**src/rtl/risc16_ctrl_if.sv**
```systemverilog
// Control-side bundle between the RISC-16 sequencer and its datapath/memory.
// The master modport is the sequencer; the slave modport is the datapath.
interface risc16_ctrl_if;
  logic [15:0] instr;
  logic        mem_ack;
  logic        alu_eq;
  logic        mem_req;
  logic        mem_we;
  logic        mem_addr_sel;
  logic        ir_load;
  logic        pc_load;
  logic [1:0]  pc_sel;
  logic        we_rf;
  logic [1:0]  mux_rf;
  logic        mux_tgt;
  logic [1:0]  alu_op;
  logic        alu_src;
  logic [2:0]  state;
  logic        halted;
  logic        fault;

  modport master (
    input  instr, mem_ack, alu_eq,
    output mem_req, mem_we, mem_addr_sel, ir_load, pc_load, pc_sel, we_rf,
           mux_rf, mux_tgt, alu_op, alu_src, state, halted, fault
  );

  modport slave (
    output instr, mem_ack, alu_eq,
    input  mem_req, mem_we, mem_addr_sel, ir_load, pc_load, pc_sel, we_rf,
           mux_rf, mux_tgt, alu_op, alu_src, state, halted, fault
  );
endinterface

```
**src/rtl/risc16_ctrl.sv**
```systemverilog
// Multi-cycle RISC-16 control sequencer: fetch over a req/ack handshake,
// decode, execute, memory and write-back, with a memory-wait watchdog.
module risc16_ctrl #(
  parameter int WAIT_MAX = 255
) (
  input  logic          clk,
  input  logic          rst,
  risc16_ctrl_if.master bus
);

  localparam int CW = $clog2(WAIT_MAX + 1);

  typedef enum logic [2:0] {
    S_FETCH  = 3'd0,
    S_DECODE = 3'd1,
    S_EXEC   = 3'd2,
    S_MEM    = 3'd3,
    S_WB     = 3'd4,
    S_HALT   = 3'd5
  } state_e;

  typedef enum logic [2:0] {
    OP_ADD  = 3'd0,
    OP_ADDI = 3'd1,
    OP_NAND = 3'd2,
    OP_LUI  = 3'd3,
    OP_SW   = 3'd4,
    OP_LW   = 3'd5,
    OP_BEQ  = 3'd6,
    OP_JALR = 3'd7
  } opcode_e;

  state_e        state_q, state_d;
  opcode_e       op_q, op_d;
  logic [2:0]    ra_q, ra_d;
  logic          imm_nz_q, imm_nz_d;
  logic [CW-1:0] wait_q, wait_d;
  logic          halted_q, halted_d;
  logic          fault_q, fault_d;

  logic req_active;
  logic ack;
  logic wd_expire;
  logic unused_instr;

  // An ack only counts while a request is actually outstanding.
  assign req_active   = (state_q == S_FETCH) || (state_q == S_MEM);
  assign ack          = req_active & bus.mem_ack;
  assign wd_expire    = req_active & ~bus.mem_ack & (wait_q == CW'(WAIT_MAX - 1));
  assign unused_instr = ^bus.instr[9:7];

  // NOTE: sequential state uses non-blocking assignments only, so every flop
  // samples the pre-edge value of every other flop.
  always_ff @(posedge clk or posedge rst) begin
    if (rst) begin
      state_q  <= S_FETCH;
      op_q     <= OP_ADD;
      ra_q     <= '0;
      imm_nz_q <= 1'b0;
      wait_q   <= '0;
      halted_q <= 1'b0;
      fault_q  <= 1'b0;
    end else begin
      state_q  <= state_d;
      op_q     <= op_d;
      ra_q     <= ra_d;
      imm_nz_q <= imm_nz_d;
      wait_q   <= wait_d;
      halted_q <= halted_d;
      fault_q  <= fault_d;
    end
  end

  // NOTE: every variable gets a default at the top of each always_comb so no
  // path can leave one unassigned and infer a latch.
  always_comb begin
    state_d  = state_q;
    op_d     = op_q;
    ra_d     = ra_q;
    imm_nz_d = imm_nz_q;
    halted_d = halted_q;
    fault_d  = fault_q;
    wait_d   = '0;
    case (state_q)
      S_FETCH: begin
        if (ack) begin
          op_d     = opcode_e'(bus.instr[15:13]);
          ra_d     = bus.instr[12:10];
          imm_nz_d = |bus.instr[6:0];
          state_d  = S_DECODE;
        end else if (wd_expire) begin
          fault_d = 1'b1;
          state_d = S_HALT;
        end else begin
          wait_d = wait_q + CW'(1);
        end
      end
      S_DECODE: state_d = S_EXEC;
      S_EXEC: begin
        case (op_q)
          OP_SW, OP_LW: state_d = S_MEM;
          OP_BEQ:       state_d = S_FETCH;
          OP_JALR: begin
            if (imm_nz_q) begin
              halted_d = 1'b1;
              state_d  = S_HALT;
            end else begin
              state_d = S_WB;
            end
          end
          default:      state_d = S_WB;
        endcase
      end
      S_MEM: begin
        if (ack) begin
          state_d = (op_q == OP_LW) ? S_WB : S_FETCH;
        end else if (wd_expire) begin
          fault_d = 1'b1;
          state_d = S_HALT;
        end else begin
          wait_d = wait_q + CW'(1);
        end
      end
      S_WB:    state_d = S_FETCH;
      S_HALT:  state_d = S_HALT;
      // Unused encodings fall back into the fetch loop.
      default: state_d = S_FETCH;
    endcase
  end

  always_comb begin
    bus.mem_req      = 1'b0;
    bus.mem_we       = 1'b0;
    bus.mem_addr_sel = 1'b0;
    bus.ir_load      = 1'b0;
    bus.pc_load      = 1'b0;
    bus.pc_sel       = 2'd0;
    bus.we_rf        = 1'b0;
    bus.mux_rf       = 2'd0;
    bus.mux_tgt      = 1'b0;
    bus.alu_op       = 2'd0;
    bus.alu_src      = 1'b0;
    if (!rst) begin
      case (state_q)
        S_FETCH: begin
          bus.mem_req = 1'b1;
          bus.ir_load = bus.mem_ack;
        end
        S_DECODE: bus.mux_tgt = (op_q == OP_SW) || (op_q == OP_BEQ);
        S_EXEC: begin
          case (op_q)
            OP_ADDI, OP_SW, OP_LW: bus.alu_src = 1'b1;
            OP_NAND: bus.alu_op = 2'd1;
            OP_LUI:  bus.alu_op = 2'd2;
            OP_BEQ: begin
              bus.alu_op  = 2'd3;
              bus.pc_load = 1'b1;
              bus.pc_sel  = bus.alu_eq ? 2'd1 : 2'd0;
            end
            default: ;
          endcase
        end
        S_MEM: begin
          bus.mem_req      = 1'b1;
          bus.mem_addr_sel = 1'b1;
          bus.mem_we       = (op_q == OP_SW);
          bus.pc_load      = bus.mem_ack && (op_q == OP_SW);
        end
        S_WB: begin
          // r0 is hard-wired; the PC still advances.
          bus.we_rf   = (ra_q != 3'd0);
          bus.pc_load = 1'b1;
          if (op_q == OP_LW) begin
            bus.mux_rf = 2'd1;
          end else if (op_q == OP_JALR) begin
            bus.mux_rf = 2'd2;
            bus.pc_sel = 2'd2;
          end
        end
        default: ;
      endcase
    end
  end

  assign bus.state  = state_q;
  assign bus.halted = halted_q & ~fault_q & ~rst;
  assign bus.fault  = fault_q & ~rst;

endmodule

```
**src/flat_wrapper.sv**
```systemverilog
// flat-port wrapper written by rule: the top's interface ports become plain ports
module risc16_ctrl_flat 
#(
  parameter int WAIT_MAX = 255
)
  (clk, rst, bus_instr, bus_mem_ack, bus_alu_eq, bus_mem_req, bus_mem_we, bus_mem_addr_sel, bus_ir_load, bus_pc_load, bus_pc_sel, bus_we_rf, bus_mux_rf, bus_mux_tgt, bus_alu_op, bus_alu_src, bus_state, bus_halted, bus_fault);
  risc16_ctrl_if bus_i ();
  input  logic clk;
  input  logic rst;
  input wire logic [$bits(bus_i.instr)-1:0] bus_instr;
  input wire logic [$bits(bus_i.mem_ack)-1:0] bus_mem_ack;
  input wire logic [$bits(bus_i.alu_eq)-1:0] bus_alu_eq;
  output wire logic [$bits(bus_i.mem_req)-1:0] bus_mem_req;
  output wire logic [$bits(bus_i.mem_we)-1:0] bus_mem_we;
  output wire logic [$bits(bus_i.mem_addr_sel)-1:0] bus_mem_addr_sel;
  output wire logic [$bits(bus_i.ir_load)-1:0] bus_ir_load;
  output wire logic [$bits(bus_i.pc_load)-1:0] bus_pc_load;
  output wire logic [$bits(bus_i.pc_sel)-1:0] bus_pc_sel;
  output wire logic [$bits(bus_i.we_rf)-1:0] bus_we_rf;
  output wire logic [$bits(bus_i.mux_rf)-1:0] bus_mux_rf;
  output wire logic [$bits(bus_i.mux_tgt)-1:0] bus_mux_tgt;
  output wire logic [$bits(bus_i.alu_op)-1:0] bus_alu_op;
  output wire logic [$bits(bus_i.alu_src)-1:0] bus_alu_src;
  output wire logic [$bits(bus_i.state)-1:0] bus_state;
  output wire logic [$bits(bus_i.halted)-1:0] bus_halted;
  output wire logic [$bits(bus_i.fault)-1:0] bus_fault;
  assign bus_i.instr = bus_instr;
  assign bus_i.mem_ack = bus_mem_ack;
  assign bus_i.alu_eq = bus_alu_eq;
  assign bus_mem_req = bus_i.mem_req;
  assign bus_mem_we = bus_i.mem_we;
  assign bus_mem_addr_sel = bus_i.mem_addr_sel;
  assign bus_ir_load = bus_i.ir_load;
  assign bus_pc_load = bus_i.pc_load;
  assign bus_pc_sel = bus_i.pc_sel;
  assign bus_we_rf = bus_i.we_rf;
  assign bus_mux_rf = bus_i.mux_rf;
  assign bus_mux_tgt = bus_i.mux_tgt;
  assign bus_alu_op = bus_i.alu_op;
  assign bus_alu_src = bus_i.alu_src;
  assign bus_state = bus_i.state;
  assign bus_halted = bus_i.halted;
  assign bus_fault = bus_i.fault;
  risc16_ctrl #(.WAIT_MAX(WAIT_MAX)) u_core (.clk(clk), .rst(rst), .bus(bus_i));
endmodule
```
**config.mk**
```make
export PLATFORM = sky130hd
export DESIGN_NAME = risc16_ctrl_flat
export DESIGN_NICKNAME = d
export VERILOG_FILES = /design/src/rtl/risc16_ctrl_if.sv /design/src/rtl/risc16_ctrl.sv /design/src/flat_wrapper.sv
export SDC_FILE = /design/constraint.sdc
export NUM_CORES = 1
export LEC_CHECK = 0
export CAP_MARGIN = 10
export CORE_UTILIZATION = 47
export CTS_BUF_LIST = sky130_fd_sc_hd__clkbuf_2 sky130_fd_sc_hd__clkbuf_4 sky130_fd_sc_hd__clkbuf_8
export DETAILED_ROUTE_END_ITERATION = 8
export PLACE_DENSITY = 0.81
export SKIP_LAST_GASP = 1
export SLEW_MARGIN = 20
export SYNTH_ARGS = -nofsm -noshare
export SYNTH_HDL_FRONTEND = slang
export SYNTH_SLANG_ARGS = --single-unit
```
**constraint.sdc**
```tcl
create_clock -name clk -period 1.93 [get_ports clk]
set_clock_uncertainty 0.1 [all_clocks]
set_input_delay 0.2895 -clock clk [delete_from_list [all_inputs] [get_ports clk]]
set_output_delay 0.2895 -clock clk [all_outputs]
set_load 0.01 [all_outputs]
```
======== Yosys cells after proc, flatten, opt, wreduce, memory -nomap -nowiden ========
Index checks and enable logic that the tools add are counted.
storage, ports and cells
  bits in registers ....................... 20
  input port bits ......................... 20
cells by class
  add/sub/neg operators ................... 1
  equality and inequality tests ........... 13
  muxes and demuxes ....................... 40
  bitwise operators ....................... 10
  reduce and logical (&&, ||, !) cells .... 12
operator list
  operator               count
  $mux W8                3
  $mux W1                19
  $eq A3 B3 Y1 const B   6
  $mux W2                9
  $pmux W3 S5            1
  $eq A3 B2 Y1 const B   4
  $mux W3                4
  $pmux W3 S3            1
  $add A8 B1 Y8 const B  1
  $eq A8 B8 Y1 const B   1
  $reduce_or A7 Y1       1
  $and A1 B1 Y1          6
  $eq A3 B1 Y1 const B   2
  $pmux W2 S3            1
  $reduce_and A3 Y1      2
  $not A1 Y1             4
  $pmux W2 S2            1
  $reduce_or A2 Y1       2
  $logic_not A3 Y1       1
  $pmux W1 S3            1
  $reduce_bool A3 Y1     1
  $reduce_or A3 Y1       1
  $logic_or A1 B1 Y1     2
  $reduce_and A2 Y1      1
  $logic_and A1 B1 Y1    1

======== Longest topological paths before layout ========
Gate-level depths: netlist of the first run.
  word-level depth ........................ 7
  depth in mapped cells ................... 6

======== Worst setup path before layout of the first run ========
No wires, ideal clock.
  path kind ............................... reg2out
  start ................................... reg u_core.state_q[2], in the netlist u_core.bus.state[2]
  end ..................................... out bus_mux_rf[1]
  arrival ................................. 1.310 ns
  required time ........................... 1.541 ns
  path slack .............................. 0.231 ns
  stages on the path, launching flop included .. 6
  cells stage by stage .................... dfrtp_1 > buf_4 > nor2b_1 > nor3b_1 > nand2_1 > nor2_1
between the ends
  longest elaborated chain between the ends .. 3
ends and longest elaborated chain
  element                   RTL line            source
  start: declaration        risc16_ctrl.sv:33   state_e state_q, state_d;
  start signal: assignment  risc16_ctrl.sv:64   state_q <= state_d;
  $eq A3 B3 Y1              risc16_ctrl.sv:144  case (state_q)
  $mux W2                   risc16_ctrl.sv:144
  $mux W2                   risc16_ctrl.sv:143  if (!rst) begin
  end: declaration          flat_wrapper.sv:20  output wire logic [$bits(bus_i.mux_rf)-1:0] bus_mux_rf;
No other way between the ends.

======== Final worst setup path of the first run ========
  start ................................... reg u_core.state_q[1], in the netlist u_core.bus.state[1]
  end ..................................... out bus_ir_load
between the ends
  longest elaborated chain between the ends .. 3
ends and longest elaborated chain
  element           RTL line            source
  $logic_not A3 Y1  risc16_ctrl.sv:144
  $mux W1           risc16_ctrl.sv:144
  $mux W1           risc16_ctrl.sv:143
  end: declaration  flat_wrapper.sv:16  output wire logic [$bits(bus_i.ir_load)-1:0] bus_ir_load;
No other way between the ends.

==> out/qor.csv, run 1 <==
stage,metric,value,unit
synth,synth_edf_count,0,
timing,rsz0062_at_grt,yes,
critical_path,critPathMaxFanout,4,
finish,layout-drive-gt1-share,38.0,%
critical_path,r2r-start,u_core.bus.state[1],
critical_path,rr_worst_depth,7,
cts,htree_num_levels,1,
finish,postLayoutCellArea,1800,sq um
placement,pre_cts_ws,-0.414,ns
power_and_ir_drop,swShare,38.8,%
cts,cts_tree,done,
timing,setup_violations,4,
floorplanning,start_util,51.0,%
flow_run,maxCapViolations,0,
synth,netlist_area,1160,sq um
critical_path,cpMaxStageDelayCell,dfrtp_1,
critical_path,critical_path_arrival,1.64,ns
worst_hold_path,holdCritPathClass,primary input to async pin,
timing,tightestPinTransition,0.345,ns
finish,final_util,78.9,%
floorplanning,coreArea,2280,sq um
power_and_ir_drop,combPwrFrac,57.5,%
floorplanning,dieArea,2670,sq um
timing,layout_setup_ws,-0.101,ns
floorplanning,die-width,51.7,microns
power_and_ir_drop,finalPower,2.11,mW
placement,io_buffers,35,
timing,final_hold_viol_count,0,
finish,diodes,0,
run_status,status,"finished, violations left",
synth,async_flop_share,100,%
critical_path,critPathMaxStageDelay,0.43,ns
critical_path,r2r_end,u_core.wait_q[1],
placement,dp.cells,200,
cts,cts_hold_buf,0,
power_and_ir_drop,p_leak,0.840,nW
floorplanning,die_h,51.7,microns
power_and_ir_drop,peakVddDrop,0.000812,V
critical_path,end_kind,output pin,
synth,avgSynthCellArea,9.36,sq um
critical_path,cp.required,1.54,ns
critical_path,cp-start-kind,flip-flop,
placement,gp_congestion,0.866,
routing,totalWireLength,3320,microns
critical_path,timing.critical_path.mode_cell,buf_6,
routing,vias,1173,
critical_path,worstPathCellList,buf_6 > buf_4 > nor4b_4 > and2_4 > buf_6,
grt,antenna_found_initial,0,
timing,slew_headroom,76.8,%
synth,synthMuxAreaShare,4.85,%
synth,synth-main-ff-cell,dfrtp_1,
power_and_ir_drop,p_int,1.29,mW
grt,grtUsageTotal,27.5,%
cts,cts.sinks,20,
cts,cts-root-buf,clkbuf_4,
floorplanning,ios,39,
synth,synth_fa_ha_area_share,2.16,%
cts,cts_buffer_depth,2,
finish,fin_cells,212,
grt,grt_remaining_overflow,0,
timing,max_freq,0.492,GHz
placement,dp_hpwl,2260,microns
synth,synth_top_family_by_area,simple AND/OR/NAND/NOR gates,
synth,syn-num-nets,146,
cts,cts_inserted_buffers,3,
synth,ys_seq_area_share,43.1,%
grt,first_global_vias,1176,
routing,ant_nets,0,
timing,period_minus_slack,2.03,ns
synth,synthXorXnorAreaFrac,3.77,%
synth,yosys_register_bits,20,
run_status,violations,setup timing,
finish,area_delta_synth_final,54.6,%
grt,grt_pass1_wl,5270,microns
finish,fin_nets,207,
critical_path,rrSetupSlack,0.09,ns
synth,syn_inst,124,
power_and_ir_drop,p_switching,0.821,mW
routing,drcViolationCount,0,
power_and_ir_drop,clock_power_share,11.4,%
synth,synth-simple-area-share,30.8,%
routing,drt_iter0_markers,29,
routing,vias_per_cell,5.53,
timing,finalMaxSlewViolations,0,
synth,synth_compound_area_share,12.0,%
synth,synth.distinct_cells,35,
grt,grt_max_degree,17,
critical_path,critPathKind,flip-flop to output pin,
placement,postPlaceCellArea,1670,sq um
floorplanning,num_rows,17,
routing,drt-pass1-iter-count,4,
cts,clkTransAtPathRegs,0.11,ns
synth,ys_warn_count,0,
cts,clk-insertion-delay-late,0.30,ns
timing,hold_ws,0.318,ns
power_and_ir_drop,power_frac_seq,31.2,%
power_and_ir_drop,power_density,1180,nW/um^2
routing,wire_per_inst,15.6,microns
timing,fin_setup_tns,-0.186,ns
timing,finalCritPeriodShare,105,%
Yosys cell counts (2+ instances only):
library cell	n	share of area (%)
and2_1	2	1.1
and3_1	3	1.6
nor4_1	2	1.1
nand2_1	13	4.2
nor2b_1	5	2.7
a31oi_1	2	1.1
nor3_1	6	2.6
ha_1	2	2.2
inv_1	3	0.97
nor3b_1	4	2.6
o21ai_0	3	1.3
nand3_1	4	1.7
clkbuf_1	4	1.3
nand2b_1	5	2.7
o221a_2	2	1.9
dfrtp_1	20	43
mux2_2	5	4.8
nor2_1	16	5.2
a21oi_1	4	1.7
xnor2_1	4	3.0
state kept, by name, indices dropped and copies added (netlist names):
signal            flops
u_core.wait_q         8
u_core.bus.state      3
u_core.op_q           3
u_core.ra_q           3
u_core.fault_q        1
u_core.halted_q       1
u_core.imm_nz_q       1
how the worst max path moves through the flow:
stage,endpoint,cells past startpoint,from,slack (ns)
floorplan,bus_mux_rf[1],5,u_core.bus.state[2],0.23
global placement,bus_we_rf,5,rst,-0.44
detailed placement,bus_we_rf,5,rst,-0.41
CTS,bus_mux_tgt,4,u_core.bus.state[2],-0.20
global route,bus_ir_load,5,u_core.bus.state[1],-0.16
finish,bus_ir_load,5,u_core.bus.state[1],-0.10
cell usage in the layout (no fill, tap or decap), types with 2 or more instances in the layout:
| master | synthesis | routed |
|---|---|---|
| buf_4 | 1 | 24 |
| dfrtp_1 | 20 | 19 |
| clkdlybuf4s50_1 | 0 | 18 |
| nor2_1 | 16 | 13 |
| nand2_1 | 13 | 10 |
| buf_2 | 1 | 9 |
| mux2_2 | 5 | 5 |
| nand2b_1 | 5 | 4 |
| nor3_1 | 6 | 4 |
| a21oi_1 | 4 | 4 |
| nand3_1 | 4 | 4 |
| xnor2_1 | 4 | 4 |
| buf_6 | 0 | 4 |
| nor2b_1 | 5 | 3 |
| and3_1 | 3 | 3 |
| o21ai_0 | 3 | 3 |
| inv_1 | 3 | 3 |
| nor2_2 | 0 | 3 |
| nand2_2 | 0 | 3 |
| clkbuf_4 | 0 | 3 |
| nor2b_4 | 0 | 2 |
| o221a_2 | 2 | 2 |
| a31oi_1 | 2 | 2 |
| nor3_2 | 0 | 2 |
| nor3b_2 | 0 | 2 |
| nor4_1 | 2 | 2 |
| ha_1 | 2 | 2 |
| dlygate4sd2_1 | 0 | 2 |
| clkbuf_2 | 0 | 2 |
| dlymetal6s2s_1 | 0 | 2 |
power groups by stage:
stage	combinational (mW)	sequential, mW	clock [mW]
after floorplan	0.561	0.629	0
after global placement	0.998	0.648	0
after detailed placement	1.03	0.653	0
after CTS	1.12	0.649	0.242
after global routing	1.31	0.671	0.259
final	1.22	0.659	0.240
worst max-delay path: cells and delay by family, from the launching register on:
| kind | cells | cell delay (ns) |
|---|---|---|
| DFF | 1 | 0.43 |
| and+or+nand+nor | 2 | 0.53 |
| buffers and inverters | 3 | 0.37 |
layout make-up:
| class | count | area [sq um] |
|---|---|---|
| Fill cell | 145 | 480 |
| Sequential cell | 20 | 502 |
| Inverter | 3 | 11.3 |
| Tap cell | 28 | 35.0 |
| Clock buffer | 4 | 36.3 |
| Timing Repair Buffer | 62 | 523 |
| Multi-Input combinational cell | 95 | 688 |
kinds of logic (layout without fill, tap and decap cells):
kind of cell               Yosys count  count (layout)
and+or+nand+nor                     64              64
DFF                                 20              20
AOI/OAI and AO/OA                   19              19
buffers and inverters                9              69
xor gates and xnor gates             5               5
muxes                                5               5
adders and majority gates            2               2
metal layers:
layer	track usage (%)	wire length (microns)	part of all wire, %
met1	31.5	1350	41
met2	50.2	1780	54
met5	0	0	0
met3	5.26	158	4.8
met4	10.4	26	0.78
timing repair:
| item | CTS | global route |
|---|---|---|
| gates resized for setup | 57 | 22 |
| pin swaps | 4 | 5 |
| setup endpoints to repair | 16 | 25 |
| buffers inserted | 5 | 6 |
(Power assumes the default switching activity.)
==> run 2: changes to the inputs <==
--- a/config.mk
+++ b/config.mk
@@ -5,6 +5,7 @@
 export SDC_FILE = /design/constraint.sdc
 export NUM_CORES = 1
 export LEC_CHECK = 0
+export ABC_AREA = 1
 export CAP_MARGIN = 10
 export CORE_UTILIZATION = 47
 export CTS_BUF_LIST = sky130_fd_sc_hd__clkbuf_2 sky130_fd_sc_hd__clkbuf_4 sky130_fd_sc_hd__clkbuf_8
==> out/qor.csv, run 2 <==
stage,metric,value,unit,change
run_status,status,"finished, violations left",,
run_status,violations,setup timing,,
finish,fin_cells,249,,+17%
placement,dp.cells,233,,+17%
synth,synth_edf_count,0,,unchanged
critical_path,cp-start-kind,flip-flop,,
placement,postPlaceCellArea,1680,sq um,about the same
synth,ys_seq_area_share,42.4,%,-0.73 points
timing,max_freq,0.512,GHz,+4.0%
floorplanning,ios,39,,unchanged
grt,use_met2,45.3,%,-4.9 points
synth,ys_warn_count,0,,unchanged
finish,layout-drive-gt1-share,28.1,%,-10 points
cts,cts_tree,done,,
timing,setup_violations,1,,-3
finish,area_delta_synth_final,49.5,%,
grt,use_met1,33.3,%,+1.9 points
synth,avgSynthCellArea,7.57,sq um,-19%
routing,drt-pass1-iter-count,5,,+1
synth,async_flop_share,100,%,unchanged
timing,period_minus_slack,1.95,ns,-0.0777 ns
routing,wire_per_inst,12.2,microns,-22%
worst_hold_path,holdCritPathClass,primary input to async pin,,
placement,gp_congestion,0.887,,+2.4%
synth,syn_inst,156,,+26%
timing,layout_setup_ws,-0.0234,ns,+0.0777 ns
power_and_ir_drop,combPwrFrac,56.5,%,-1.0 points
power_and_ir_drop,clock_power_share,11.8,%,+0.4 points
synth,yosys.area.top_type_share,42.4,%,-0.73 points
floorplanning,die_h,52.1,microns,+0.82%
critical_path,end_kind,output pin,,
critical_path,critPathKind,flip-flop to output pin,,
power_and_ir_drop,power_density,1150,nW/um^2,-2.5%
cts,cts_inserted_buffers,3,,unchanged
critical_path,crit_end,bus_mux_rf[0],,
floorplanning,die-width,52.1,microns,+0.82%
grt,grt_pass1_wl,5170,microns,-2.0%
placement,dp_hpwl,2240,microns,-0.84%
critical_path,critical_path_arrival,1.56,ns,-0.08 ns
grt,grtUsageTotal,26.1,%,-1.4 points
timing,final_hold_viol_count,0,,unchanged
critical_path,r2r_end,u_core.wait_q[7],,
cts,clk-insertion-delay-late,0.30,ns,about the same
synth,yosysMostFrequentCell,nand2_1,,
grt,antenna_found_initial,0,,unchanged
synth,synth.distinct_cells,26,,-26%
finish,fin_nets,244,,+18%
synth,yosys_register_bits,20,,unchanged
synth,synthTopCellsByCount,"nand2_1 (42), nor2_1 (25), dfrtp_1 (20)",,
timing,fin_setup_tns,-0.0234,ns,+0.163 ns
timing,tightestPinTransition,0.228,ns,-0.117 ns
timing,rsz0062_at_grt,yes,,
routing,totalWireLength,3030,microns,-8.6%
critical_path,r2r-start,u_core.bus.state[1],,
critical_path,critPathMaxFanout,7,,+3
finish,largest_reg_flops,8,,unchanged
grt,grt_remaining_overflow,0,,unchanged
synth,synth-main-ff-cell,dfrtp_1,,
placement,pre_cts_ws,-0.235,ns,+0.178 ns
cts,clkTransAtPathRegs,0.11,ns,about the same
cts,cts.sinks,20,,unchanged
routing,vias,1295,,+10%
floorplanning,dieArea,2720,sq um,+1.7%
power_and_ir_drop,swShare,41.4,%,+2.6 points
power_and_ir_drop,p_int,1.19,mW,-8.2%
critical_path,rr_worst_depth,9,,+2
grt,top_usage_layer,met2,,
timing,finalCritPeriodShare,101,%,-4.0 points
grt,grt_max_degree,18,,+1
routing,vias_per_cell,5.20,,-6.0%
cts,cts-root-buf,clkbuf_4,,
synth,synth_top_cell_by_area,dfrtp_1,,
finish,final_common_cell,nand2_1,,
cts,cts_buffer_depth,2,,unchanged
power_and_ir_drop,power_frac_seq,31.7,%,+0.5 points
power_and_ir_drop,p_switching,0.839,mW,+2.2%
critical_path,cp-startpoint,u_core.bus.state[1],,
synth,netlist_area,1180,sq um,+1.7%
floorplanning,coreArea,2300,sq um,+0.93%
finish,layout_common_cells,"nand2_1 (41), nor2_1 (25), buf_4 (25)",,
finish,postLayoutCellArea,1770,sq um,-1.7%
grt,first_global_vias,1225,,+4.2%
critical_path,rrSetupSlack,0.46,ns,+0.37 ns
critical_path,cp.required,1.54,ns,about the same
placement,io_buffers,35,,unchanged
power_and_ir_drop,p_leak,0.906,nW,+7.8%
floorplanning,start_util,51.4,%,+0.40 points
synth,synthTopCellsByArea,"dfrtp_1 (42%), nand2_1 (13%), nor2_1 (7.9%), inv_1 (5.7%), nand3_1 (4.2%)",,
routing,drt_iter0_markers,28,,-3.4%
power_and_ir_drop,peakVddDrop,0.000803,V,-1.1%
floorplanning,num_rows,17,,unchanged
routing,drcViolationCount,0,,unchanged
grt,met3_usage,3.51,%,-1.8 points
finish,diodes,0,,unchanged
timing,slew_headroom,84.7,%,+7.9 points
timing,finalMaxSlewViolations,0,,unchanged
flow_run,maxCapViolations,0,,unchanged
cts,htree_num_levels,1,,unchanged
synth,syn-num-nets,178,,+22%
routing,ant_nets,0,,unchanged
finish,regMostFlops,u_core.wait_q,,
run 2: cell count changes in the layout (fill, tap and decap cells not counted), moves of 5 or more:
cell,previous run,this run
nand2_1,10,41
inv_1,3,18
nor2_1,13,25
buf_2,9,2
clkbuf_2,2,8
nand3_1,4,10
mux2_2,5,0
run 2: final cells by class:
| type | count | area, sq um |
|---|---|---|
| multi-input combinational | 112 | 589 |
| fill | 184 | 532 |
| timing repair buffer | 62 | 503 |
| sequential | 20 | 503 |
| inverter | 23 | 98.8 |
| tap | 28 | 35.0 |
| clock buffer | 4 | 36.3 |
run 2: cell families after synthesis:
logic type / count (synthesis) / synth area share, %
AND/OR/NAND/NOR: 99 / 40.8
buffers and inverters: 24 / 8.79
flip-flops: 20 / 42.4
AO/OA/AOI/OAI: 9 / 4.45
XOR/XNOR: 2 / 1.48
adder cells (fa/ha/maj): 2 / 2.12
run 2: repair_timing:
item | 4_1_cts | 5_1_grt
endpoints found under the hold margin | 0 | 0
buffers inserted | 7 | 5
endpoints found under the setup margin | 16 | 11
hold buffers | 0 | 0
pin swaps | 0 | 3
resized for setup | 25 | 23
run 2: metrics by stage:
stage	hold WS (ns)	power, mW	util, %
3_3_place_gp	0.360	1.61	72.9
6_report	0.332	2.03	76.9
2_1_floorplan	0.299	1.22	-
4_1_cts	0.293	1.93	75.8
5_1_grt	0.375	2.18	76.9
3_5_place_dp	0.367	1.64	72.9
run 2: worst max-delay path, cell delays in order (launching register included):
cell,delay (ns)
dfrtp_1,0.41
buf_6,0.13
clkinv_8,0.06
nand4_1,0.13
buf_4,0.18
buf_4,0.12
nor3_2,0.08
buf_2,0.14
run 2: worst min path at each step:
stage	from	to
after floorplan	bus_instr[10]	u_core.ra_q[0]
after global placement	u_core.halted_q	u_core.halted_q
after detailed placement	u_core.halted_q	u_core.halted_q
after CTS	rst	u_core.fault_q
after global routing	rst	u_core.fault_q
final	rst	u_core.wait_q[7]
run 2: power groups by stage:
stage | registers, mW | clock network (mW) | logic [mW]
2_1_floorplan | 0.671 | 0 | 0.545
3_3_place_gp | 0.657 | 0 | 0.950
3_5_place_dp | 0.664 | 0 | 0.975
4_1_cts | 0.627 | 0.248 | 1.06
5_1_grt | 0.654 | 0.265 | 1.26
6_report | 0.641 | 0.240 | 1.14
run 2: layer usage:
metal  up-vias  part of all wire [%]
met1       614                    43
li1        622                     -
met3         6                   4.6
met5         -                     0
met4         0                   1.4
met2        53                    51
==> run 3: changes to the inputs <==
--- a/config.mk
+++ b/config.mk
@@ -10,6 +10,7 @@
 export CORE_UTILIZATION = 47
 export CTS_BUF_LIST = sky130_fd_sc_hd__clkbuf_2 sky130_fd_sc_hd__clkbuf_4 sky130_fd_sc_hd__clkbuf_8
 export DETAILED_ROUTE_END_ITERATION = 8
+export MAX_ROUTING_LAYER = met4
 export PLACE_DENSITY = 0.81
 export SKIP_LAST_GASP = 1
 export SLEW_MARGIN = 20
==> out/qor.csv, run 3 (synthesis results as in run 2) <==
stage,metric,value,unit,change
routing,vias_per_cell,5.19,,-0.23%
timing,slew_headroom,84.7,%,unchanged
finish,nFillCells,184,,unchanged
cts,cts_inserted_buffers,3,,unchanged
grt,grt_remaining_overflow,0,,unchanged
worst_hold_path,holdCritPathClass,primary input to async pin,,
power_and_ir_drop,p_int,1.19,mW,about the same
timing,setup_violations,1,,unchanged
cts,cts_buffer_depth,2,,unchanged
timing,max_freq,0.514,GHz,+0.40%
grt,grtUsageTotal,26.8,%,+0.70 points
critical_path,end_kind,output pin,,
critical_path,rr_worst_depth,9,,unchanged
cts,clk-insertion-delay-late,0.30,ns,about the same
finish,area_delta_synth_final,49.5,%,unchanged
timing,final_hold_viol_count,0,,unchanged
critical_path,cp.required,1.54,ns,about the same
timing,finalMaxSlewViolations,0,,unchanged
finish,postLayoutCellArea,1770,sq um,unchanged
routing,drt-pass1-iter-count,7,,+2
power_and_ir_drop,swShare,41.4,%,-0.051 points
grt,use_met2,45.3,%,unchanged
power_and_ir_drop,p_switching,0.837,mW,-0.21%
cts,cts-root-buf,clkbuf_4,,
floorplanning,ios,39,,unchanged
cts,htree_num_levels,1,,unchanged
timing,layout_setup_ws,-0.0155,ns,+0.00787 ns
routing,vias,1292,,-0.23%
critical_path,cpMaxStageDelayCell,dfrtp_1,,
placement,dp_hpwl,2240,microns,unchanged
placement,pre_cts_ws,-0.235,ns,unchanged
grt,met3_usage,3.51,%,unchanged
cts,cts_tree,done,,
finish,fin_nets,244,,unchanged
routing,wire_per_inst,12.1,microns,-0.43%
routing,drt_iter0_markers,28,,unchanged
grt,antenna_found_initial,0,,unchanged
placement,postPlaceCellArea,1680,sq um,unchanged
finish,largest_reg_flops,8,,unchanged
critical_path,critPathMaxStageDelay,0.41,ns,about the same
power_and_ir_drop,clock_power_share,11.9,%,about the same
timing,period_minus_slack,1.95,ns,-0.00787 ns
placement,gp_congestion,0.902,,+1.7%
timing,tightestPinTransition,0.228,ns,unchanged
critical_path,cp-start-kind,flip-flop,,
power_and_ir_drop,combPwrFrac,56.5,%,about the same
routing,ant_nets,0,,unchanged
critical_path,critPathKind,flip-flop to output pin,,
grt,use_met1,33.3,%,unchanged
grt,top_usage_layer,met2,,
power_and_ir_drop,power_density,1150,nW/um^2,about the same
power_and_ir_drop,p_leak,0.906,nW,unchanged
critical_path,worstPathCellList,buf_6 > clkinv_8 > nand4_1 > buf_4 > buf_4 > nor3_2 > buf_2,,
grt,first_global_vias,1224,,-0.082%
floorplanning,num_rows,17,,unchanged
timing,rsz0062_at_grt,yes,,
floorplanning,start_util,51.4,%,unchanged
floorplanning,die_h,52.1,microns,unchanged
power_and_ir_drop,power_frac_seq,31.6,%,about the same
floorplanning,coreArea,2300,sq um,unchanged
finish,layout_common_cells,"nand2_1 (41), nor2_1 (25), buf_4 (25)",,
timing,finalCritPeriodShare,101,%,-0.41 points
grt,grt_pass1_wl,5180,microns,+0.14%
cts,cts.sinks,20,,unchanged
finish,regMostFlops,u_core.wait_q,,
finish,final_common_cell,nand2_1,,
power_and_ir_drop,peakVddDrop,0.000804,V,about the same
grt,grt_max_degree,18,,unchanged
cts,clkTransAtPathRegs,0.11,ns,about the same
finish,diodes,0,,unchanged
placement,io_buffers,35,,unchanged
finish,layout-drive-gt1-share,28.1,%,unchanged
run_status,violations,setup timing,,
critical_path,timing.critical_path.mode_cell,buf_4,,
run_status,status,"finished, violations left",,
critical_path,critical_path_arrival,1.56,ns,about the same
routing,drcViolationCount,0,,unchanged
flow_run,maxCapViolations,0,,unchanged
critical_path,critPathMaxFanout,7,,unchanged
floorplanning,dieArea,2720,sq um,unchanged
routing,totalWireLength,3020,microns,-0.43%
floorplanning,die-width,52.1,microns,unchanged
-- run 3: cell counts in the layout (fill, tap and decap cells not counted) --
No cell type changed its count.
-- run 3: worst paths after layout --
check                      slack [ns]                   to           startpoint
max reg2reg                      0.45     u_core.wait_q[7]  u_core.bus.state[1]
min in group clk                 0.39      u_core.halted_q      u_core.halted_q
max in group asynchronous        1.20  u_core.bus.state[0]                  rst
min                              0.33  u_core.bus.state[2]                  rst
max                             -0.02        bus_mux_rf[0]  u_core.bus.state[1]
min reg2reg                      0.39      u_core.halted_q      u_core.halted_q
-- run 3: power by group through the flow --
| stage | combinational [mW] | clock, mW | sequential, mW |
|---|---|---|---|
| 2_1_floorplan | 0.545 | 0 | 0.671 |
| 3_3_place_gp | 0.950 | 0 | 0.657 |
| 3_5_place_dp | 0.975 | 0 | 0.664 |
| 4_1_cts | 1.06 | 0.248 | 0.627 |
| 5_1_grt | 1.26 | 0.265 | 0.654 |
| 6_report | 1.14 | 0.240 | 0.641 |
-- run 3: per-layer routing --
| metal | vias to the layer above | part of all wire [%] |
|---|---|---|
| met2 | 52 | 51 |
| li1 | 624 | - |
| met5 | - | 0 |
| met1 | 610 | 43 |
| met3 | 6 | 5.3 |
| met4 | 0 | 1.4 |
-- run 3: final cells by class --
cell class | count | area, sq um | area share [%]
Clock buffer | 4 | 36.3 | 2.06
Inverter | 23 | 98.8 | 5.60
Multi-Input combinational cell | 112 | 589 | 33.4
Sequential cell | 20 | 503 | 28.5
Tap cell | 28 | 35.0 | 1.98
Timing Repair Buffer | 62 | 503 | 28.5
-- run 3: critical path, delay by kind of cell, from the launching register on --
kind	cells	cell delay, ns
buffers and inverters	5	0.63
DFF	1	0.41
and+or+nand+nor	2	0.20
-- run 3: repair_timing --
item,in CTS,in global routing
setup endpoints to repair,16,11
hold buffers,0,0
resized for setup,25,23
setup buffers,7,5
pin swaps,0,3
-- run 3: per-stage QoR --
step / cells / hold WS [ns] / TNS [ns] / power [mW] / util [%]
after CTS: 244 / 0.293 / -0.458 / 1.93 / 75.8
final: 249 / 0.331 / -0.0155 / 2.02 / 76.9
after global placement: 233 / 0.360 / -1.75 / 1.61 / 72.9
after global routing: 249 / 0.375 / -0.292 / 2.18 / 76.9
after detailed placement: 233 / 0.367 / -1.96 / 1.64 / 72.9
after floorplan: 156 / 0.299 / 0 / 1.22 / -
